### src/rtl/logic_capture_axi_pkg.sv
// Shared types for the capture AXI slave front end.
// State, burst and response encodings.
package logic_capture_axi_pkg;

  typedef enum logic [1:0] {
    ST_IDLE  = 2'd0,
    ST_WRITE = 2'd1,
    ST_READ  = 2'd2
  } state_e;

  localparam logic [1:0] BURST_FIXED = 2'd0;
  localparam logic [1:0] BURST_INCR  = 2'd1;
  localparam logic [1:0] BURST_WRAP  = 2'd2;

  localparam logic [1:0] RESP_OKAY   = 2'd0;
  localparam logic [1:0] RESP_EXOKAY = 2'd1;
  localparam logic [1:0] RESP_SLVERR = 2'd2;
  localparam logic [1:0] RESP_DECERR = 2'd3;

  localparam logic PRIO_WRITE = 1'b0;
  localparam logic PRIO_READ  = 1'b1;

  typedef struct packed {
    logic [31:0] addr;
    logic [3:0]  id;
    logic [7:0]  len;
    logic [1:0]  burst;
  } req_hdr_t;

endpackage

### src/rtl/logic_capture_axi_arb.sv
// Round-robin AW/AR grant for the capture AXI slave.
// Priority only flips when both channels contend.
module logic_capture_axi_arb
  import logic_capture_axi_pkg::*;
(
  input  logic clk_i,
  input  logic rst_ni,
  input  logic idle_i,
  input  logic aw_valid_i,
  input  logic ar_valid_i,
  output logic aw_grant_o,
  output logic ar_grant_o
);

  logic prio_q;

  // Grant the favoured side on contention, any lone requester otherwise
  always_comb begin
    aw_grant_o = rst_ni && idle_i &&
                 (!ar_valid_i || prio_q == PRIO_WRITE);
    ar_grant_o = rst_ni && idle_i &&
                 (!aw_valid_i || prio_q == PRIO_READ);
  end

  // Hand priority to the loser after each contended grant
  always_ff @(posedge clk_i or negedge rst_ni) begin
    if (!rst_ni) begin
      prio_q <= PRIO_WRITE;
    end else if (idle_i && aw_valid_i && ar_valid_i) begin
      prio_q <= ~prio_q;
    end
  end

endmodule

### src/rtl/logic_capture_axi_to_mem.sv
// AXI4 slave to single request port converter.
// One request per write beat, one per read burst.
module logic_capture_axi_to_mem
  import logic_capture_axi_pkg::*;
(
  input  logic        clk_i,
  input  logic        rst_ni,
  input  logic        axi_awvalid_i,
  output logic        axi_awready_o,
  input  logic [31:0] axi_awaddr_i,
  input  logic [3:0]  axi_awid_i,
  input  logic [7:0]  axi_awlen_i,
  input  logic [1:0]  axi_awburst_i,
  input  logic        axi_wvalid_i,
  output logic        axi_wready_o,
  input  logic [31:0] axi_wdata_i,
  input  logic [3:0]  axi_wstrb_i,
  input  logic        axi_wlast_i,
  output logic        axi_bvalid_o,
  output logic [1:0]  axi_bresp_o,
  output logic [3:0]  axi_bid_o,
  input  logic        axi_bready_i,
  input  logic        axi_arvalid_i,
  output logic        axi_arready_o,
  input  logic [31:0] axi_araddr_i,
  input  logic [3:0]  axi_arid_i,
  input  logic [7:0]  axi_arlen_i,
  input  logic [1:0]  axi_arburst_i,
  output logic        axi_rvalid_o,
  output logic [31:0] axi_rdata_o,
  output logic [1:0]  axi_rresp_o,
  output logic [3:0]  axi_rid_o,
  output logic        axi_rlast_o,
  input  logic        axi_rready_i,
  output logic        outport_valid_o,
  output logic        outport_write_o,
  output logic [31:0] outport_addr_o,
  output logic [3:0]  outport_id_o,
  output logic [7:0]  outport_len_o,
  output logic [1:0]  outport_burst_o,
  output logic [31:0] outport_wdata_o,
  output logic [3:0]  outport_wstrb_o,
  input  logic        outport_accept_i,
  input  logic        outport_bvalid_i,
  input  logic [1:0]  outport_bresp_i,
  input  logic [3:0]  outport_bid_i,
  output logic        outport_bready_o,
  input  logic        outport_rvalid_i,
  input  logic [31:0] outport_rdata_i,
  input  logic [1:0]  outport_rresp_i,
  input  logic [3:0]  outport_rid_i,
  input  logic        outport_rlast_i,
  output logic        outport_rready_o
);

  state_e   state_q;
  req_hdr_t hdr_q;
  logic [7:0] cnt_q;
  logic     aw_grant;
  logic     ar_grant;
  logic     aw_hs;
  logic     ar_hs;
  logic     beat;
  logic     in_wr;
  logic     unused_wlast;

  // Bursts end on the beat count, so wlast is not needed
  assign unused_wlast = axi_wlast_i;

  logic_capture_axi_arb u_arb (
    .clk_i      (clk_i),
    .rst_ni     (rst_ni),
    .idle_i     (state_q == ST_IDLE),
    .aw_valid_i (axi_awvalid_i),
    .ar_valid_i (axi_arvalid_i),
    .aw_grant_o (aw_grant),
    .ar_grant_o (ar_grant)
  );

  assign in_wr = (state_q == ST_WRITE);
  assign aw_hs = axi_awvalid_i && aw_grant;
  assign ar_hs = axi_arvalid_i && ar_grant;
  assign beat  = in_wr && axi_wvalid_i && outport_accept_i;

  // Sequence: latch header, emit beats or the read, return to idle
  always_ff @(posedge clk_i or negedge rst_ni) begin
    if (!rst_ni) begin
      state_q <= ST_IDLE;
      hdr_q   <= '0;
      cnt_q   <= '0;
    end else begin
      unique case (state_q)
        ST_IDLE: begin
          if (aw_hs) begin
            hdr_q   <= '{axi_awaddr_i, axi_awid_i,
                         axi_awlen_i, axi_awburst_i};
            cnt_q   <= axi_awlen_i;
            state_q <= ST_WRITE;
          end else if (ar_hs) begin
            hdr_q   <= '{axi_araddr_i, axi_arid_i,
                         axi_arlen_i, axi_arburst_i};
            state_q <= ST_READ;
          end
        end
        ST_WRITE: begin
          if (beat) begin
            if (cnt_q == 8'd0) begin
              state_q <= ST_IDLE;
            end else begin
              cnt_q <= cnt_q - 8'd1;
            end
          end
        end
        ST_READ: begin
          if (outport_accept_i) begin
            state_q <= ST_IDLE;
          end
        end
        default: state_q <= ST_IDLE;
      endcase
    end
  end

  // Request port fields and AXI readies
  always_comb begin
    axi_awready_o   = aw_grant;
    axi_arready_o   = ar_grant;
    axi_wready_o    = in_wr && outport_accept_i;
    outport_valid_o = (in_wr && axi_wvalid_i) ||
                      (state_q == ST_READ);
    outport_write_o = in_wr;
    outport_addr_o  = hdr_q.addr;
    outport_id_o    = hdr_q.id;
    outport_len_o   = hdr_q.len;
    outport_burst_o = hdr_q.burst;
    outport_wdata_o = in_wr ? axi_wdata_i : 32'd0;
    outport_wstrb_o = in_wr ? axi_wstrb_i : 4'd0;
  end

  // Responses pass straight through in both directions
  always_comb begin
    axi_bvalid_o     = outport_bvalid_i;
    axi_bresp_o      = outport_bresp_i;
    axi_bid_o        = outport_bid_i;
    outport_bready_o = axi_bready_i;
    axi_rvalid_o     = outport_rvalid_i;
    axi_rdata_o      = outport_rdata_i;
    axi_rresp_o      = outport_rresp_i;
    axi_rid_o        = outport_rid_i;
    axi_rlast_o      = outport_rlast_i;
    outport_rready_o = axi_rready_i;
  end

endmodule

### config.mk
export PLATFORM = sky130hd
export DESIGN_NAME = logic_capture_axi_to_mem
export DESIGN_NICKNAME = d
export VERILOG_FILES = /design/src/rtl/logic_capture_axi_pkg.sv /design/src/rtl/logic_capture_axi_arb.sv /design/src/rtl/logic_capture_axi_to_mem.sv
export SDC_FILE = /design/constraint.sdc
export NUM_CORES = 1
export LEC_CHECK = 0
export BUFFER_PORTS_ARGS = -buffer_cell sky130_fd_sc_hd__buf_2
export CORE_AREA = 2 2 124 126
export DETAILED_ROUTE_END_ITERATION = 10
export DIE_AREA = 0 0 126 128
export PLACE_DENSITY = 0.51
export SETUP_SLACK_MARGIN = 0.3
export SYNTH_ARGS = -nofsm -noshare
export SYNTH_HDL_FRONTEND = slang
export SYNTH_SLANG_ARGS = --single-unit
### constraint.sdc
create_clock -name clk_i -period 3.8 [get_ports clk_i]
set_input_delay 0.76 -clock clk_i [delete_from_list [all_inputs] [get_ports clk_i]]
set_output_delay 0.76 -clock clk_i [all_outputs]
set_load 0.03 [all_outputs]
# Yosys cells after proc, flatten, opt, wreduce, memory -nomap -nowiden
# Index checks and enable logic that the tools add are counted.
[word_totals]
ff_bits = 57
mem_count = 0
mem_bits_ro = 0
out_inout_bits = 136
ram_bits = 0
latchBits = 0
[classes]
shift = 0
bitwise_logic = 1
add_sub_neg = 1
mul = 0
div_mod_pow = 0
mux = 14
n_reduce_logical = 22
n_eq_ne = 8
n_lt_le_gt_ge = 0
[ops]
columns = ["operator", "count"]
rows = [
  ["46-bit two-way mux", 2],
  ["32-bit two-way mux", 1],
  ["8-bit two-way mux", 3],
  ["8-bit one-hot mux with 2 select lines", 1],
  ["1-bit logical AND", 10],
  ["2-bit two-way mux", 5],
  ["8-bit logical NOT", 1],
  ["2-bit != test (second input constant)", 4],
  ["4-bit AND reduction", 2],
  ["8-bit by 1-bit subtractor with 8-bit output (second input constant)", 1],
  ["2-bit one-hot mux with 3 select lines", 1],
  ["4-bit two-way mux", 1],
  ["2-bit nonzero test", 2],
  ["1-bit logical OR", 3],
  ["3-bit != test (second input constant)", 1],
  ["2-bit by 1-bit equality test with 1-bit output (second input constant)", 1],
  ["2-bit equality test (second input constant)", 1],
  ["1-bit logical NOT", 2],
  ["2-bit logical NOT", 1],
  ["2-bit by 1-bit != test with 1-bit output (second input constant)", 1],
  ["2-bit AND reduction", 1],
  ["1-bit inverter", 1],
]

# Longest topological paths before layout
# Gate-level depths: netlist (run 1).
[logic_depth]
ltp_word = 7
mapped_depth = 7
mapped_depth_nobuf = 6

# Modules after synthesis
# From an unflattened synthesis (run 1), not the netlist that was laid out.
[unflattened]
cells_unflattened = 380
area_unflattened_um2 = 3437.0
[modules_own_cells]
columns = ["mod", "n_inst", "area_per_inst_um2", "cells_per_inst", "seq_area_each_um2"]
rows = [
  ["logic_capture_axi_to_mem", 1, 3380.7, 373, 1401.3],
  ["logic_capture_axi_arb", 1, 56.3, 7, 25.0],
]

# Worst setup path after synthesis (run 1)
# OpenSTA, ideal clock, no wires.
[synth_timing]
path_type = "register to output"
from = "register state_q[1]"
to = "output outport_wdata_o[27]"
t_arrival_ns = 1.507
required_ns = 3.040
path_slack_ns = 1.533
stages_incl_launch_ff = 7
cell_sequence = "dfrtp_1 nand2b_1 buf_6 inv_1 buf_4 buf_2 and2_1"
[synth_via]
elab_chain_len = 2
[synth_rtl]
columns = ["element", "line", "rtl"]
rows = [
  ["from (decl)", "logic_capture_axi_to_mem.sv:56", "state_e state_q;"],
  ["from (signal assigned)", "logic_capture_axi_to_mem.sv:88", "state_q <= ST_IDLE;"],
  ["from (signal assigned)", "logic_capture_axi_to_mem.sv:98", "state_q <= ST_WRITE;"],
  ["from (signal assigned)", "logic_capture_axi_to_mem.sv:102", "state_q <= ST_READ;"],
  ["2-bit by 1-bit equality test with 1-bit output", "logic_capture_axi_to_mem.sv:80", "assign in_wr = (state_q == ST_WRITE);"],
  ["named net outport_write_o", "logic_capture_axi_to_mem.sv:36", "output logic outport_write_o,"],
  ["32-bit two-way mux", "logic_capture_axi_to_mem.sv:136", "outport_wdata_o = in_wr ? axi_wdata_i : 32'd0;"],
  ["to (decl)", "logic_capture_axi_to_mem.sv:41", "output logic [31:0] outport_wdata_o,"],
]
# The timed path passes the listed nets, and every way through them passes these cells.

# Worst setup path in the final report (run 1)
[layout_timing]
from = "register state_q[1]"
to = "output outport_wdata_o[15]"
[layout_via]
elab_chain_len = 2
[layout_rtl]
columns = ["element", "line"]
rows = [
  ["2-bit by 1-bit equality test with 1-bit output", "logic_capture_axi_to_mem.sv:80"],
  ["32-bit two-way mux", "logic_capture_axi_to_mem.sv:136"],
]
# No other way between the ends.

==> flow_summary.json, run 1 <==
{
  "utilization_pct": 31.64,
  "synth_area_um2": 3480,
  "crit_path_end_kind": "output pin",
  "hold_buffers": 0,
  "antenna_cells": 0,
  "post-place-ws_ns": 0.8498,
  "syn_area_per_cell_um2": 9.254,
  "ys_seq_elements": 57,
  "final_common_cell": "buf_2",
  "grt_antenna_before_repair": 0,
  "yosys-top-cells-area": "dfrtp_1 41%, mux2i_1 14%, buf_4 12%, o21ai_0 7.2%, and2_1 6.7%",
  "finalPower_mw": 3.972,
  "ys.flop_type": "dfrtp_1",
  "area_growth_pct": 35.17,
  "yosysWarnings": 0,
  "ir_drop_mv": 0.2532,
  "drt_first_pass_iters": 4,
  "slew_viol_final": 0,
  "synth_cell_type_count": 37,
  "grt_usage_pct": 12.10,
  "rsz0062_at_grt": "false",
  "grt_pass1_wl_um": 15550,
  "cp.required_ns": 3.04,
  "worstRegToRegCells": 5,
  "crit_family": "buffers and inverters",
  "clock.fmax_mhz": 313.0,
  "layout-drive-gt1-share_pct": 46.04,
  "path_max_fanout": 51,
  "finalWeightedCongestion": 0.8156,
  "drcViolationCount": 0,
  "grt_pass1_vias": 3116,
  "drt_iter0_drc": 75,
  "via_per_inst": 4.321,
  "clock_skew_ns": 0.006561,
  "clk_latency_ns": 0.32,
  "antenna_left": 0,
  "synth_edf_count": 0,
  "worstSetupPathType": "reg2out",
  "whs_ns": 0.4720,
  "timing.final.crit_share_pct": 84.09,
  "critPathBufInv": 2,
  "layout_setup_ws_ns": 0.6047,
  "portBuffers": 220,
  "initial_core_util_pct": 23.41,
  "route.vias.total": 3159,
  "htreeDepth": 3,
  "hold_viol": 0,
  "area.sequential_um2": 1426,
  "synth-async-reset-ratio_pct": 100.0,
  "hold_depth": 2,
  "dpl.hpwl_um": 7951,
  "rows": 45,
  "fin_crit_ns": 3.195,
  "slew_headroom_pct": 48.55,
  "cts_tree": "done",
  "hold_class": "reg2reg",
  "synth_largest_area_cell": "dfrtp_1",
  "cts_resized": 0,
  "crit_path_start_kind": "register",
  "multi_input_area_um2": 1569,
  "synth_top_area_share_pct": 40.99,
  "design.core.area_um2": 14860,
  "crit_cells": 4,
  "synth_seq_area_share_pct": 40.99,
  "synthesis.nets": 562,
  "clkTransAtPathRegs_ns": 0.05,
  "mostFrequentLayoutCells": "220 x buf_2, 57 x dfrtp_1, 56 x nand2_1, 49 x o21ai_0, 47 x mux2i_1",
  "crit_slowest_cell": "clkinvlp_4",
  "die_h_um": 128,
  "die_area_um2": 16130,
  "grt_start_max_net_pins": 61,
  "die_w_um": 126,
  "final_nets": 724,
  "critPathArrivalTime_ns": 2.44,
  "cts_num_sinks": 57,
  "crit_chain": "nand2b_1 -> clkinvlp_4 -> and2_1 -> buf_2",
  "drv_cap": 0,
  "setup_viol": 0,
  "wire_per_inst_um": 13.77,
  "ios": 320,
  "cts_max_path_buffers": 2,
  "fin_setup_tns_ns": 0,
  "overflow": 0,
  "cts_setup_buffers": 0,
  "cts-root-buf": "clkbuf_16",
  "final.fill_count": 1589,
  "worstMarginPinSlew_ns": 0.7647,
  "p_per_area_nw_per_um2": 844.5,
  "drt-total-wl_um": 10070,
  "cts_buffers": 9,
  "status": "completed",
  "syn_inst": 376,
  "critical-path-max-stage-delay_ns": 0.69,
  "cellLeakagePower_nw": 2.701
}
-- Yosys cell counts, types with 2 or more instances --
cell type	instances
and3_1	2
a221o_1	2
nor2_1	6
o21ai_0	50
nand3_1	8
buf_4	54
nand2b_1	3
nand2_1	56
inv_1	4
nor3_1	2
a21oi_1	8
and2_1	37
clkbuf_1	12
dfrtp_1	57
buf_2	4
buf_6	2
ha_1	2
a211oi_1	2
mux2i_1	47
-- metal layers --
metal  GRT usage, %  vias up  share of wire, %
met1          14.08     1410                40
met2          20.87      184                49
met3          4.215       19               9.3
met4          4.008        0               1.7
met5              0        -                 0
li1               -     1546                 -
-- sequential cells by signal, indices dropped and copies added, names as in the netlist --
signal	cells
cnt_q	8
outport_addr_o	32
outport_burst_o	2
outport_id_o	4
outport_len_o	8
state_q	2
u_arb.prio_q	1
-- path summary, 6_finish.rpt --
check / to / from / slack (ns)
setup / recovery: outport_wdata_o[15] / state_q[1] / 0.60
hold / removal: outport_addr_o[0] / outport_addr_o[0] / 0.47
setup reg to reg: outport_addr_o[19] / state_q[1] / 1.37
hold reg to reg: outport_addr_o[0] / outport_addr_o[0] / 0.47
max in group asynchronous: outport_len_o[4] / rst_ni / 2.68
min in group asynchronous: outport_addr_o[25] / rst_ni / 0.65
-- where the power goes --
part	switching, mW	internal [mW]	leakage [nW]	total [mW]
clock	0.279	0.607	0.162	0.885
combinational	1.39	0.623	1.84	2.01
sequential	0.182	0.893	0.699	1.08
total	1.85	2.12	2.70	3.97
-- tightest hold or removal path, stage by stage, from the launching register on --
cell     delay, ns
dfrtp_1       0.33
nand2_1       0.04
o21ai_0       0.06
-- through the flow --
step | area [µm²] | cells
6_report | 4703 | 731
5_1_grt | 4703 | 731
4_1_cts | 4700 | 731
3_5_place_dp | 4369 | 715
3_3_place_gp | 4369 | 715
2_1_floorplan | 3480 | 376
-- final cells by class --
cell class,count,share of cell area (%)
Clock inverter,5,1.649
Inverter,4,0.3990
Clock buffer,11,5.374
Timing Repair Buffer,223,23.89
Sequential cell,57,30.33
Tap cell,188,5.001
Multi-Input combinational cell,243,33.36
-- logic make-up (layout without fill, tap and decap cells) --
family	Yosys count	in the layout	synth area share, %
AND/OR/NAND/NOR	120	120	17.30
multiplexers	47	47	13.52
flip-flops	57	57	40.99
AO/OA/AOI/OAI	73	73	12.62
XOR/XNOR	1	1	0.2518
buffers and inverters	76	243	14.60
adder cells (fa/ha/maj)	2	2	0.7191
No activity file was read; power rests on OpenSTA's default activity.
==> run 2: changes to the inputs <==
--- a/config.mk
+++ b/config.mk
@@ -9,7 +9,7 @@
 export CORE_AREA = 2 2 124 126
 export DETAILED_ROUTE_END_ITERATION = 10
 export DIE_AREA = 0 0 126 128
-export PLACE_DENSITY = 0.51
+export PLACE_DENSITY = 0.53
 export SETUP_SLACK_MARGIN = 0.3
 export SYNTH_ARGS = -nofsm -noshare
 export SYNTH_HDL_FRONTEND = slang
==> constraint.sdc (replaced) <==
create_clock -name clk_i -period 2.8 [get_ports clk_i]
set_input_delay 0.56 -clock clk_i [delete_from_list [all_inputs] [get_ports clk_i]]
set_output_delay 0.56 -clock clk_i [all_outputs]
set_load 0.03 [all_outputs]
==> flow_summary.json, run 2 (synthesis gave the netlist of run 1 again) <==
{
  "route.vias.total": 3237,
  "final_common_cell": "buf_2",
  "die_h_um": 128,
  "layout_setup_ws_ns": 0.6489,
  "finalPower_mw": 5.373,
  "rsz0062_at_grt": "false",
  "ios": 320,
  "slew_viol_final": 0,
  "worstSetupPathType": "reg2out",
  "fin_crit_ns": 2.151,
  "die_w_um": 126,
  "clock_skew_ns": 0.004044,
  "ir_drop_mv": 0.3617,
  "htreeDepth": 3,
  "cellLeakagePower_nw": 2.729,
  "area_growth_pct": 35.89,
  "drcViolationCount": 0,
  "grt_usage_pct": 12.63,
  "worstMarginPinSlew_ns": 0.8662,
  "rows": 45,
  "cts_max_path_buffers": 2,
  "utilization_pct": 31.81,
  "cts_tree": "done",
  "drt-total-wl_um": 10320,
  "crit_path_start_kind": "register",
  "hold_class": "in2reg",
  "drv_cap": 0,
  "status": "completed",
  "cp.required_ns": 2.24,
  "hold_depth": 2,
  "hold_buffers": 0,
  "cts_resized": 0,
  "antenna_left": 0,
  "r2r_slack_ns": 1.01,
  "mostFrequentLayoutCells": "220 x buf_2, 57 x dfrtp_1, 56 x nand2_1, 49 x o21ai_0, 47 x mux2i_1",
  "clkTransAtPathRegs_ns": 0.05,
  "cts-root-buf": "clkbuf_16",
  "portBuffers": 220,
  "die_area_um2": 16130,
  "layout-drive-gt1-share_pct": 45.99,
  "grt_pass1_vias": 3207,
  "clock.fmax_mhz": 464.9,
  "grt_start_max_net_pins": 58,
  "crit_path_end_kind": "output pin",
  "clk_latency_ns": 0.32,
  "final_nets": 729,
  "critPathArrivalTime_ns": 1.59,
  "grt_antenna_before_repair": 0,
  "setup_viol": 0,
  "worstRegToRegCells": 6,
  "grt_pass1_wl_um": 15980,
  "drt_first_pass_iters": 4,
  "overflow": 0,
  "cts_num_sinks": 57,
  "antenna_cells": 0,
  "slew_headroom_pct": 42.04,
  "initial_core_util_pct": 23.41,
  "cts_setup_buffers": 0,
  "finalWeightedCongestion": 0.8365,
  "dpl.hpwl_um": 8303,
  "wire_per_inst_um": 14.02,
  "p_per_area_nw_per_um2": 1136,
  "fin_setup_tns_ns": 0,
  "post-place-ws_ns": 0.6195,
  "path_max_fanout": 28,
  "hold_viol": 0,
  "timing.final.crit_share_pct": 76.83,
  "via_per_inst": 4.398,
  "design.core.area_um2": 14860,
  "drt_iter0_drc": 52,
  "cts_buffers": 9,
  "largest_reg_flops": 32
}
run 2: cell types whose count changed in the layout (fill, tap and decap cells not counted), sizes merged:
cell      change
clkbuf        +3
buf           +5
clkinv        -1
bufinv        -1
clkinvlp      -2
inv           +1
run 2: where the power goes:
group	internal, mW	switching, mW	total (mW)
clock network	0.760	0.363	1.12
logic	0.893	1.90	2.79
registers	1.21	0.244	1.46
run 2: metrics by stage:
step	hold slack [ns]	area [µm²]	std cells
finish	0.4502	4728	736
global route	0.4638	4728	736
CTS	0.4407	4728	736
detailed placement	0.4653	4419	720
global placement	0.4579	4419	720
floorplan	0.2644	3480	376
run 2: final cells by class:
cell class	instances	area, µm²
clock buffer	14	274.0
multi-input combinational	243	1569
inverter	4	15.01
fill	1606	10140
timing repair buffer	228	1174
tap	188	235.2
clock inverter	2	35.03
sequential	57	1426
run 2: worst paths after layout:
kind	startpoint	end
worst max-delay path	state_q[1]	outport_wdata_o[11]
worst min-delay path	outport_accept_i	state_q[1]
worst max register to register	cnt_q[0]	cnt_q[4]
worst min register to register	outport_addr_o[4]	outport_addr_o[4]
max in group asynchronous	rst_ni	outport_addr_o[5]
min in group asynchronous	rst_ni	outport_addr_o[18]
run 2: worst max-delay path, cell delays in order (launching register included):
cell	delay, ns
dfrtp_1	0.39
nand2b_1	0.17
inv_1	0.08
buf_4	0.24
and2_1	0.18
buf_2	0.20
run 2: layer usage:
layer / up-vias / track usage, % / wire length, µm
li1: 1558 / - / -
met3: 29 / 4.257 / 902
met5: - / 0 / 0
met2: 163 / 22.64 / 5218
met4: 0 / 4.202 / 203
met1: 1487 / 14.07 / 3996
==> run 3: changes to the inputs <==
==> constraint.sdc (replaced) <==
create_clock -name clk_i -period 1.76 [get_ports clk_i]
set_input_delay 0.352 -clock clk_i [delete_from_list [all_inputs] [get_ports clk_i]]
set_output_delay 0.352 -clock clk_i [all_outputs]
set_load 0.03 [all_outputs]
==> flow_summary.json, run 3 (synthesis gave the netlist of run 1 again) <==
{
  "drcViolationCount": 0,
  "htreeDepth": 3,
  "crit_chain": "buf_6 -> nand2b_4 -> inv_8 -> clkbuf_16 -> and2_4 -> buf_6",
  "final_area_um2": 5833,
  "largest_reg_flops": 32,
  "cts_tree": "done",
  "critPathArrivalTime_ns": 1.42,
  "drt_iter0_drc": 76,
  "area_growth_pct": 67.64,
  "crit_path_end_kind": "output pin",
  "rsz0062_at_grt": "true",
  "grt_pass1_wl_um": 18280,
  "fin_setup_tns_ns": -0.06375,
  "cts_num_sinks": 57,
  "cts-root-buf": "clkbuf_16",
  "via_per_inst": 4.501,
  "antenna_left": 0,
  "clock_skew_ns": 0.01121,
  "dpl.hpwl_um": 7977,
  "mostFrequentLayoutCells": "179 x buf_2, 56 x dfrtp_1, 53 x nand2_1, 53 x buf_6, 47 x o21ai_1",
  "grt_pass1_vias": 3675,
  "crit_slowest_cell": "dfrtp_1",
  "finalWeightedCongestion": 0.8030,
  "timing.final.crit_share_pct": 100.6,
  "wire_per_inst_um": 15.03,
  "final.fill_count": 1460,
  "layout_setup_ws_ns": -0.01100,
  "cts_buffers": 9,
  "drt_first_pass_iters": 4,
  "critical-path-max-stage-delay_ns": 0.39,
  "p_per_area_nw_per_um2": 1790,
  "clk_latency_ns": 0.32,
  "drv_cap": 0,
  "status": "finished, violations left",
  "placed_cell_area_um2": 4606,
  "failed_checks": "negative setup slack",
  "multi_input_area_um2": 1841,
  "slew_viol_final": 0,
  "hold_buffers": 0,
  "portBuffers": 220,
  "area.sequential_um2": 1428,
  "post-place-ws_ns": 0.04592,
  "initial_core_util_pct": 23.41,
  "clock.fmax_mhz": 564.7,
  "crit_path_start_kind": "register",
  "design.core.area_um2": 14860,
  "grt_antenna_before_repair": 2,
  "worstMarginPinSlew_ns": 0.7666,
  "path_max_fanout": 7,
  "die_area_um2": 16130,
  "final_nets": 771,
  "cellLeakagePower_nw": 3.136,
  "slew_headroom_pct": 48.89,
  "worstSetupPathType": "reg2out",
  "ir_drop_mv": 0.6329,
  "rows": 45,
  "drt-total-wl_um": 11680,
  "hold_viol": 0,
  "critPathBufInv": 4,
  "hold_class": "in2async",
  "cts_max_path_buffers": 2,
  "grt_usage_pct": 14.26,
  "crit_family": "buffers and inverters",
  "crit_top_cell": "buf_6",
  "antenna_cells": 0,
  "overflow": 0,
  "layout-drive-gt1-share_pct": 61.29,
  "cp.required_ns": 1.41,
  "finalPower_mw": 10.44,
  "die_w_um": 126,
  "ios": 320,
  "final_common_cell": "buf_2",
  "route.vias.total": 3497,
  "fin_crit_ns": 1.771,
  "setup_viol": 8,
  "clkTransAtPathRegs_ns": 0.06,
  "die_h_um": 128,
  "grt_start_max_net_pins": 81
}
-- run 3: final timing paths --
check	start	to	slack, ns	cells after the start
worst max-delay path	state_q[0]	outport_wdata_o[9]	-0.01	6
worst min-delay path	rst_ni	u_arb.prio_q	0.24	2
worst max register to register	state_q[1]	outport_addr_o[29]	0.03	10
worst min register to register	outport_len_o[2]	outport_len_o[2]	0.48	2
max in group asynchronous	rst_ni	cnt_q[5]	0.98	2
min in group clk_i	outport_accept_i	state_q[1]	0.26	2
-- run 3: routing by layer --
layer | up-vias | wire length, µm | global-route usage [%] | share of wire [%]
met2 | 190 | 6143 | 26.57 | 53
met4 | 2 | 371 | 6.917 | 3.2
li1 | 1650 | - | - | -
met5 | - | 13 | 0 | 0.11
met3 | 36 | 935 | 4.466 | 8.0
met1 | 1619 | 4212 | 14.39 | 36
-- run 3: per-stage QoR --
stage	hold WS (ns)	util, %	std cells
2_1_floorplan	0.05641	-	376
5_1_grt	0.2651	39.24	777
3_5_place_dp	0.4685	30.98	726
4_1_cts	0.2458	38.23	772
3_3_place_gp	0.4591	30.98	726
6_report	0.2395	39.24	777
-- run 3: timing repair --
action | 4_1_cts | 5_1_grt
setup endpoints to repair | 93 | 96
pin swaps | 5 | 20
cloned | 6 | 1
gates resized for setup | 175 | 27
buffers inserted | 25 | 4
-- run 3: area by class of cell --
cell class                 count  share of cell area (%)
timing repair buffer         269                   34.47
multi-input combinational    244                   31.55
sequential                    57                   24.47
clock buffer                  12                   4.397
tap                          188                   4.033
inverter                       4                  0.3861
clock inverter                 3                  0.6864
-- run 3: report_power, final --
group | switching, mW | internal [mW]
combinational | 3.54 | 2.82
sequential | 0.407 | 1.93
clock | 0.582 | 1.16
